[config.mk]
export PLATFORM = sky130hd
export DESIGN_NAME = pc_sequencer_flat
export DESIGN_NICKNAME = d
export VERILOG_FILES = /design/src/rtl/cpu_pkg.sv /design/src/rtl/pc_sequencer_if.sv /design/src/rtl/JalDestCalculator.sv /design/src/rtl/pc_sequencer.sv /design/src/flat_wrapper.sv
export SDC_FILE = /design/constraint.sdc
export NUM_CORES = 1
export LEC_CHECK = 0
export BUFFER_PORTS_ARGS = -buffer_cell sky130_fd_sc_hd__buf_2
export CAP_MARGIN = 40
export CORE_MARGIN = 4
export CORE_UTILIZATION = 48
export CTS_CLUSTER_DIAMETER = 100
export DETAILED_ROUTE_END_ITERATION = 8
export GPL_TIMING_DRIVEN = 0
export PLACE_DENSITY = 0.78
export SLEW_MARGIN = 30
export SYNTH_ARGS = -nofsm -noshare
export SYNTH_HDL_FRONTEND = slang
export SYNTH_HIERARCHICAL = 1
export SYNTH_SLANG_ARGS = --single-unit
[constraint.sdc]
create_clock -name clk -period 2.6 [get_ports clk]
set_clock_uncertainty 0.1 [all_clocks]
set_input_delay 0.13 -clock clk [delete_from_list [all_inputs] [get_ports clk]]
set_output_delay 0.13 -clock clk [all_outputs]
set_load 0.005 [all_outputs]
[src/rtl/cpu_pkg.sv]
// Shared types and constants used by the fetch-side sequencing logic of the RV32I core.
package cpu_pkg;
    localparam int XLEN = 32;
    localparam logic [XLEN-1:0] PC_STEP = 32'd4;

    typedef enum logic [1:0] {
        RUN,
        FLUSH,
        HALT
    } pc_state_t;
endpackage

[src/rtl/pc_sequencer_if.sv]
// Bundle between the pipeline (EX/ID/hazard/board side) and the PC sequencer.
interface pc_sequencer_if
    import cpu_pkg::*;
#(
    parameter int CNT_WIDTH = 16
) ();
    logic                 stall;
    logic                 jal_valid;
    logic [19:0]          jal_imm;
    logic [XLEN-1:0]      jal_pc;
    logic                 jalr_valid;
    logic [XLEN-1:0]      jalr_target;
    logic                 br_taken;
    logic [XLEN-1:0]      br_target;
    logic                 halt_req;
    logic                 resume;
    logic [XLEN-1:0]      pc;
    logic                 pc_valid;
    logic                 flush;
    logic                 halted;
    logic [CNT_WIDTH-1:0] cond_cnt;
    logic [CNT_WIDTH-1:0] uncond_cnt;

    // master is the pipeline side that resolves transfers; slave is the sequencer itself
    modport master (
        output stall, jal_valid, jal_imm, jal_pc, jalr_valid, jalr_target,
               br_taken, br_target, halt_req, resume,
        input  pc, pc_valid, flush, halted, cond_cnt, uncond_cnt
    );

    modport slave (
        input  stall, jal_valid, jal_imm, jal_pc, jalr_valid, jalr_target,
               br_taken, br_target, halt_req, resume,
        output pc, pc_valid, flush, halted, cond_cnt, uncond_cnt
    );
endinterface

[src/rtl/JalDestCalculator.sv]
// JAL destination: the 20-bit J-type immediate encodes imm[20:1], so sign-extend, shift by one, add to the JAL's PC.
module JalDestCalculator
    import cpu_pkg::*;
(
    input  logic [XLEN-1:0] jal_pc,
    input  logic [19:0]     jal_imm,
    output logic [XLEN-1:0] jal_dest
);
    assign jal_dest = jal_pc + {{(XLEN-21){jal_imm[19]}}, jal_imm, 1'b0};
endmodule

[src/rtl/pc_sequencer.sv]
// Program counter owner: picks pc+4 or a resolved transfer target, drives flush, stall/halt handling and transfer counters.
module pc_sequencer
    import cpu_pkg::*;
#(
    parameter logic [XLEN-1:0] RESET_PC     = 32'h0000_0000,
    parameter int              FLUSH_CYCLES = 2,
    parameter int              CNT_WIDTH    = 16
) (
    input logic          clk,
    input logic          rst,
    pc_sequencer_if.slave bus
);
    localparam logic [2:0]           FLUSH_RELOAD = 3'(FLUSH_CYCLES - 1);
    localparam logic [CNT_WIDTH-1:0] CNT_ONE      = CNT_WIDTH'(1);

    pc_state_t            state;
    logic [2:0]           flush_cnt;
    logic [XLEN-1:0]      pc_q;
    logic [CNT_WIDTH-1:0] cond_q;
    logic [CNT_WIDTH-1:0] uncond_q;
    logic [XLEN-1:0]      jal_dest;
    logic [XLEN-1:0]      target;
    logic                 redirect;
    logic                 uncond_win;

    JalDestCalculator u_jal_dest (
        .jal_pc   (bus.jal_pc),
        .jal_imm  (bus.jal_imm),
        .jal_dest (jal_dest)
    );

    // jalr beats jal beats branch; a halted core ignores all transfer requests
    always_comb begin
        redirect   = 1'b0;
        uncond_win = 1'b0;
        target     = bus.br_target;
        if (state != HALT) begin
            redirect   = bus.jalr_valid | bus.jal_valid | bus.br_taken;
            uncond_win = bus.jalr_valid | bus.jal_valid;
        end
        if (bus.jalr_valid) begin
            target = bus.jalr_target & ~32'd1;
        end else if (bus.jal_valid) begin
            target = jal_dest;
        end
    end

    always_ff @(posedge clk) begin
        if (rst) begin
            state     <= RUN;
            flush_cnt <= 3'd0;
            pc_q      <= RESET_PC;
            cond_q    <= '0;
            uncond_q  <= '0;
        end else begin
            case (state)
                HALT: begin
                    if (bus.resume) begin
                        state <= RUN;
                    end
                end
                default: begin
                    if (redirect) begin
                        pc_q      <= target;
                        flush_cnt <= FLUSH_RELOAD;
                        state     <= (FLUSH_RELOAD != 3'd0) ? FLUSH : RUN;
                        if (uncond_win) begin
                            if (uncond_q != '1) uncond_q <= uncond_q + CNT_ONE;
                        end else begin
                            if (cond_q != '1) cond_q <= cond_q + CNT_ONE;
                        end
                    end else if (bus.halt_req) begin
                        flush_cnt <= 3'd0;
                        state     <= HALT;
                    end else begin
                        if (!bus.stall) begin
                            pc_q <= pc_q + PC_STEP;
                        end
                        // the flush window keeps draining even while the hazard unit stalls fetch
                        if (state == FLUSH) begin
                            flush_cnt <= flush_cnt - 3'd1;
                            if (flush_cnt == 3'd1) state <= RUN;
                        end
                    end
                end
            endcase
        end
    end

    assign bus.pc         = pc_q;
    assign bus.pc_valid   = (state != HALT);
    assign bus.halted     = (state == HALT);
    assign bus.flush      = redirect | (state == FLUSH);
    assign bus.cond_cnt   = cond_q;
    assign bus.uncond_cnt = uncond_q;
endmodule

[src/flat_wrapper.sv]
// flat-port wrapper written by rule: the top's interface ports become plain ports
module pc_sequencer_flat import cpu_pkg::*;
#(
    parameter logic [XLEN-1:0] RESET_PC     = 32'h0000_0000,
    parameter int              FLUSH_CYCLES = 2,
    parameter int              CNT_WIDTH    = 16
)
  (clk, rst, bus_stall, bus_jal_valid, bus_jal_imm, bus_jal_pc, bus_jalr_valid, bus_jalr_target, bus_br_taken, bus_br_target, bus_halt_req, bus_resume, bus_pc, bus_pc_valid, bus_flush, bus_halted, bus_cond_cnt, bus_uncond_cnt);
  pc_sequencer_if #(.CNT_WIDTH(CNT_WIDTH)) bus_i ();
  input logic clk;
  input logic rst;
  input wire logic [$bits(bus_i.stall)-1:0] bus_stall;
  input wire logic [$bits(bus_i.jal_valid)-1:0] bus_jal_valid;
  input wire logic [$bits(bus_i.jal_imm)-1:0] bus_jal_imm;
  input wire logic [$bits(bus_i.jal_pc)-1:0] bus_jal_pc;
  input wire logic [$bits(bus_i.jalr_valid)-1:0] bus_jalr_valid;
  input wire logic [$bits(bus_i.jalr_target)-1:0] bus_jalr_target;
  input wire logic [$bits(bus_i.br_taken)-1:0] bus_br_taken;
  input wire logic [$bits(bus_i.br_target)-1:0] bus_br_target;
  input wire logic [$bits(bus_i.halt_req)-1:0] bus_halt_req;
  input wire logic [$bits(bus_i.resume)-1:0] bus_resume;
  output wire logic [$bits(bus_i.pc)-1:0] bus_pc;
  output wire logic [$bits(bus_i.pc_valid)-1:0] bus_pc_valid;
  output wire logic [$bits(bus_i.flush)-1:0] bus_flush;
  output wire logic [$bits(bus_i.halted)-1:0] bus_halted;
  output wire logic [$bits(bus_i.cond_cnt)-1:0] bus_cond_cnt;
  output wire logic [$bits(bus_i.uncond_cnt)-1:0] bus_uncond_cnt;
  assign bus_i.stall = bus_stall;
  assign bus_i.jal_valid = bus_jal_valid;
  assign bus_i.jal_imm = bus_jal_imm;
  assign bus_i.jal_pc = bus_jal_pc;
  assign bus_i.jalr_valid = bus_jalr_valid;
  assign bus_i.jalr_target = bus_jalr_target;
  assign bus_i.br_taken = bus_br_taken;
  assign bus_i.br_target = bus_br_target;
  assign bus_i.halt_req = bus_halt_req;
  assign bus_i.resume = bus_resume;
  assign bus_pc = bus_i.pc;
  assign bus_pc_valid = bus_i.pc_valid;
  assign bus_flush = bus_i.flush;
  assign bus_halted = bus_i.halted;
  assign bus_cond_cnt = bus_i.cond_cnt;
  assign bus_uncond_cnt = bus_i.uncond_cnt;
  pc_sequencer #(.RESET_PC(RESET_PC), .FLUSH_CYCLES(FLUSH_CYCLES), .CNT_WIDTH(CNT_WIDTH)) u_core (.clk(clk), .rst(rst), .bus(bus_i));
endmodule
# After elaboration in Yosys (flattened, before gate mapping)
# Cells that the tools add are included.
# classes
n_addsub,5
n_eq_ne,9
muxes,16
bitwise,5
n_reduce_logical,8
# op_table
op,n
$mux W32,5
$add A16 B1 Y16 const B,2
$add A32 B3 Y32 const B,1
$add A32 B32 Y32,1
$ne A16 B16 Y1 const B,2
$mux W2,6
$mux W3,3
$reduce_and A4 Y1,2
$reduce_bool A4 Y1,2
$reduce_and A3 Y1,2
$ne A2 B1 Y1 const B,2
$ne A2 B2 Y1 const B,2
$eq A3 B1 Y1 const B,1
$or A1 B1 Y1,3
$reduce_bool A3 Y1,1
$sub A3 B1 Y3 const B,1
$eq A2 B1 Y1 const B,1
$eq A2 B2 Y1 const B,1
$mux W1,2
$not A1 Y1,2
$reduce_and A2 Y1,1
# word_totals
ff_bits,69
in_bits,124
out_inout_bits,67
word_cells,48

# Longest topological paths before layout
# logic_depth
ltp_word,6
mapped_depth,13
mapped_depth_nobuf,13

# Hierarchy
# The synthesis kept the hierarchy.
# modules_own_cells
module,instances,cells_each,area_per_inst_um2,seq_area_each_um2
pc_sequencer,1,590,4538.1,1381.3
JalDestCalculator,1,277,1875.5,0.0

# Worst setup path before layout
# Ideal clock, no wire load.
# synth_timing
path_kind,input -> register
from,input port bus_jal_pc[1]
to,register u_core.pc_q[17] (netlist: u_core/bus.pc[17])
setup_time_ns,0.132
arrival_time_ns,2.345
t_required_ns,2.368
setup_slack_ns,0.023
cell_stages,13
path_buffers,0
cell_sequence,ha_1 -> fa_1 -> a21o_2 -> a31oi_2 -> or4b_4 -> a31oi_4 -> nor2_1 -> xnor2_1 -> mux2_2 -> mux2i_1 -> nor2_1 -> o21ai_0 -> a21oi_1
# synth_between
elab_chain_len,4
# synth_rtl
item,line_no,source
from (decl),flat_wrapper.sv:15,input wire logic [$bits(bus_i.jal_pc)-1:0] bus_jal_pc;
$add A32 B32 Y32,JalDestCalculator.sv:9,"assign jal_dest = jal_pc + {{(XLEN-21){jal_imm[19]}}, jal_imm, 1'b0};"
net u_core.jal_dest[17],pc_sequencer.sv:21,logic [XLEN-1:0] jal_dest;
$mux W32,pc_sequencer.sv:43,end else if (bus.jal_valid) begin
$mux W32,pc_sequencer.sv:41,if (bus.jalr_valid) begin
$mux W32,pc_sequencer.sv:63,if (redirect) begin
to (signal assigned),pc_sequencer.sv:64,pc_q <= target;
to (signal assigned),pc_sequencer.sv:77,pc_q <= pc_q + PC_STEP;
to (decl),pc_sequencer.sv:18,logic [XLEN-1:0] pc_q;
# The timed path passes the listed nets, and every way through them passes these cells.
# A chain may end at the register's enable or synchronous reset.

# Worst setup path in the final report
# layout_timing
from,input port bus_jal_pc[10]
to,register u_core.pc_q[23] (netlist: u_core/bus.pc[23])
# Same word-level chain as after synthesis.

==> run summary <==
Outcome = completed
Number of global-route vias before repair = 6609
DR pass1 iterations = 6
DP Area = 7565 um^2
TritonCTS Buffers = 9
Most frequent cell on the critical path = buf_6
Cell variety after synth = 84
Finished Core Util = 62.95%
Critical path's top delay family = simple AND/OR/NAND/NOR gates
Clk slew on worst S/H paths = 0.06 ns
Die area = 15280 um^2
Flops & latches, synth = 69
Root Driver = clkbuf_16
Main flop type after synthesis = dfxtp_1
Max stage delay on crit path = 0.56 ns
Total GRT Usage = 27.70%
Synthesized Nets = 1027
Dominant cell type by area after synthesis = dfxtp_1
Clock sink count = 69
I/O Buffers = 187
RSZ-0062 raised after global routing = yes
Initial DRC Count = 729
Slew Limit Fails = 0
First-pass GRT wire length = 33640 um
Final nets = 1226
Area contributors post-synth = dfxtp_1, ha_1, a21oi_1, mux2i_1, nor2_1
Vias per cell = 6.031
Rows = 41
Total grt overflow = 0
Largest net degree at the start of global routing = 13
CP Capture Type = register
Leak Pwr = 3.459 nW
Power density cells = 442.1 nW/um^2
Antenna Nets Post-Route = 0
DRC Markers = 0
Total number of vias = 7503
Critical path arrival = 2.69 ns
Worst path bufs/invs = 3
Share of layout cells above drive strength 1 = 26.70%
Fillers = 1189
CTS tree = done
Worst-Margin Slew = 0.7732 ns
Synth top area share = 21.54%
CP max FO = 6
Mapped Cells = 867
EDFF count, synth = 0
Synthesis-to-finish area growth = 25.87%
Ys async rst share = 0%
Bufs on Longest Clock Path = 2
Final WL = 22310 um
Slew headroom = 48.06%
Clock Power Share = 34.1%
CP startpoint kind = input pin
Tightest hold margin = 0.03107 ns
Post-synthesis area per instance = 7.398 um^2
Slowest CP cell = or4b_4
Highest clock rate = 389.4 MHz
Core Box Area = 12820 um^2
Die X = 123.6 um
Hold buffer count at cts = 0
Initial antenna violation count = 1
Die height = 123.6 um
Final Cell Area = 8073 um^2
CP cell instances = buf_6 > ha_4 > buf_6 > and3_4 > nand3_2 > or4b_4 > a31oi_4 > buf_4 > a21oi_2 > xnor2_1 > mux2_2 > mux2i_1 > a21oi_1 > o211a_1
Setup violators final = 0
Min Tclk post-route = 2.568 ns
Cell area after synthesis = 6414 um^2
Ports = 191
Seq pwr share = 33.7%
Max-Cap Viols = 0
Gate power share = 32.2%
Sw frac = 33.71%
Final HPWL DP = 17120 um
Min-delay worst type = input pin to register
Net Switching = 1.203 mW
Clk_lat worst skew = 0.34 ns
Power Total = 3.569 mW
Routed wire per std cell = 17.94 um
Seq/Total Area, Yosys = 21.54%
Internal power = 2.366 mW
TNS Setup = 0 ns
Crit path kind = input pin to register
Final hold vios = 0
Worst IR drop on VDD = 0.0002606 V
Yosys Warn Count = 6
H-tree levels = 3
RePlAce Congestion = 0.9491
Initial Util = 50.01%
Final worst path period share = 98.77%
Required time of the critical path = 2.73 ns
-- worst reg2reg max path, delay by kind of cell, from the launching register on --
| kind | cells | cell delay [ns] |
|---|---|---|
| AOI/OAI and AO/OA | 1 | 0.16 |
| DFF | 1 | 0.42 |
| and+or+nand+nor | 4 | 1.47 |
| adders and majority gates | 1 | 0.24 |
-- repair_timing --
| action | 4_1_cts | 5_1_grt |
|---|---|---|
| pin swaps | 2 | 18 |
| endpoints found under the setup margin | 4 | 18 |
| setup buffers | 1 | 6 |
| gates resized for setup | 2 | 40 |
| gates cloned | 0 | 0 |
-- stage by stage --
step	worst slack [ns]	std cells
floorplan	0.02253	867
global placement	-0.4376	1226
detailed placement	-0.4382	1226
CTS	0.001034	1242
global route	-0.03501	1244
finish	0.03202	1244
-- power groups by stage --
| stage | registers [mW] | clock network [mW] | logic, mW |
|---|---|---|---|
| 2_1_floorplan | 1.21 | 0 | 0.694 |
| 3_5_place_dp | 1.22 | 0 | 1.05 |
| 5_1_grt | 1.21 | 1.28 | 1.25 |
| 3_3_place_gp | 1.22 | 0 | 1.04 |
| 4_1_cts | 1.20 | 1.23 | 1.06 |
| 6_report | 1.20 | 1.22 | 1.15 |
-- cells in the mapped netlist, drive strengths merged, types with 4 or more instances --
master	instances
a211oi	11
a21o	12
a21oi	83
a22oi	11
a311oi	5
a31o	7
a31oi	16
and2	5
and3	12
and4	10
buf	19
clkbuf	36
dfxtp	69
ha	35
inv	15
mux2	14
mux2i	35
nand2	83
nand2b	4
nand3	45
nand4	25
nor2	91
nor2b	9
nor3	30
nor4	11
o211ai	10
o21ai	59
or3	7
or4	6
xnor2	25
xor2	17
-- final timing paths --
path	start	to	slack (ns)	depth (start not counted)
max	bus_jal_pc[10]	u_core/bus.pc[23]	0.03	14
min reg2reg	u_core/bus.pc[1]	u_core/bus.pc[1]	0.35	2
max reg2reg	u_core/bus.pc[2]	u_core/bus.pc[30]	0.14	6
min	bus_resume	u_core/state[1]	0.03	4
-- layout make-up --
| cell class | instances | area [um^2] | area share, % |
|---|---|---|---|
| multi-input cells | 728 | 4888 | 60.55 |
| flip-flops and latches | 69 | 1381 | 17.11 |
| repair buffers | 195 | 1006 | 12.46 |
| plain buffers | 48 | 230.2 | 2.852 |
| clock buffers | 10 | 229.0 | 2.836 |
| well taps | 172 | 215.2 | 2.666 |
| clock inverters | 6 | 63.81 | 0.7905 |
| inverters | 15 | 56.30 | 0.6975 |
| diodes | 1 | 2.502 | 0.03100 |
-- placed cells by master, fill, tap and decap left out, types with 13 or more instances in the layout --
| master | synthesis | layout |
|---|---|---|
| buf_2 | 13 | 199 |
| nand4_1 | 25 | 25 |
| xnor2_1 | 25 | 25 |
| inv_1 | 15 | 15 |
| nand2_1 | 83 | 83 |
| a31oi_1 | 14 | 13 |
| o21ai_0 | 54 | 49 |
| xor2_1 | 17 | 17 |
| a21oi_1 | 82 | 78 |
| dfxtp_1 | 69 | 69 |
| mux2i_1 | 35 | 33 |
| nor2_1 | 91 | 88 |
| clkbuf_1 | 36 | 28 |
| nand3_1 | 43 | 42 |
| nor3_1 | 28 | 28 |
| ha_1 | 35 | 29 |
-- layer usage --
| metal | wire, um | global-route usage (%) | vias up |
|---|---|---|---|
| met3 | 2172 | 3.996 | 35 |
| met1 | 9271 | 38.35 | 3415 |
| li1 | - | - | 3634 |
| met4 | 370 | 8.166 | 0 |
| met5 | 0 | 0 | - |
| met2 | 10500 | 44.74 | 419 |
-- kinds of logic after synthesis --
kind of cell | synth area share (%)
AO/OA/AOI/OAI | 25.09
XOR/XNOR | 5.735
adder cells (fa/ha/maj) | 7.296
buffers and inverters | 4.760
flip-flops | 21.54
multiplexers | 7.920
AND/OR/NAND/NOR | 27.66
-- sequential cells by signal, indices dropped and copies added (netlist names) --
| signal | count |
|---|---|
| u_core/bus.cond_cnt | 16 |
| u_core/bus.pc | 32 |
| u_core/bus.uncond_cnt | 16 |
| u_core/flush_cnt | 3 |
| u_core/state | 2 |
Note: power is estimated with default switching activity, not from simulation.
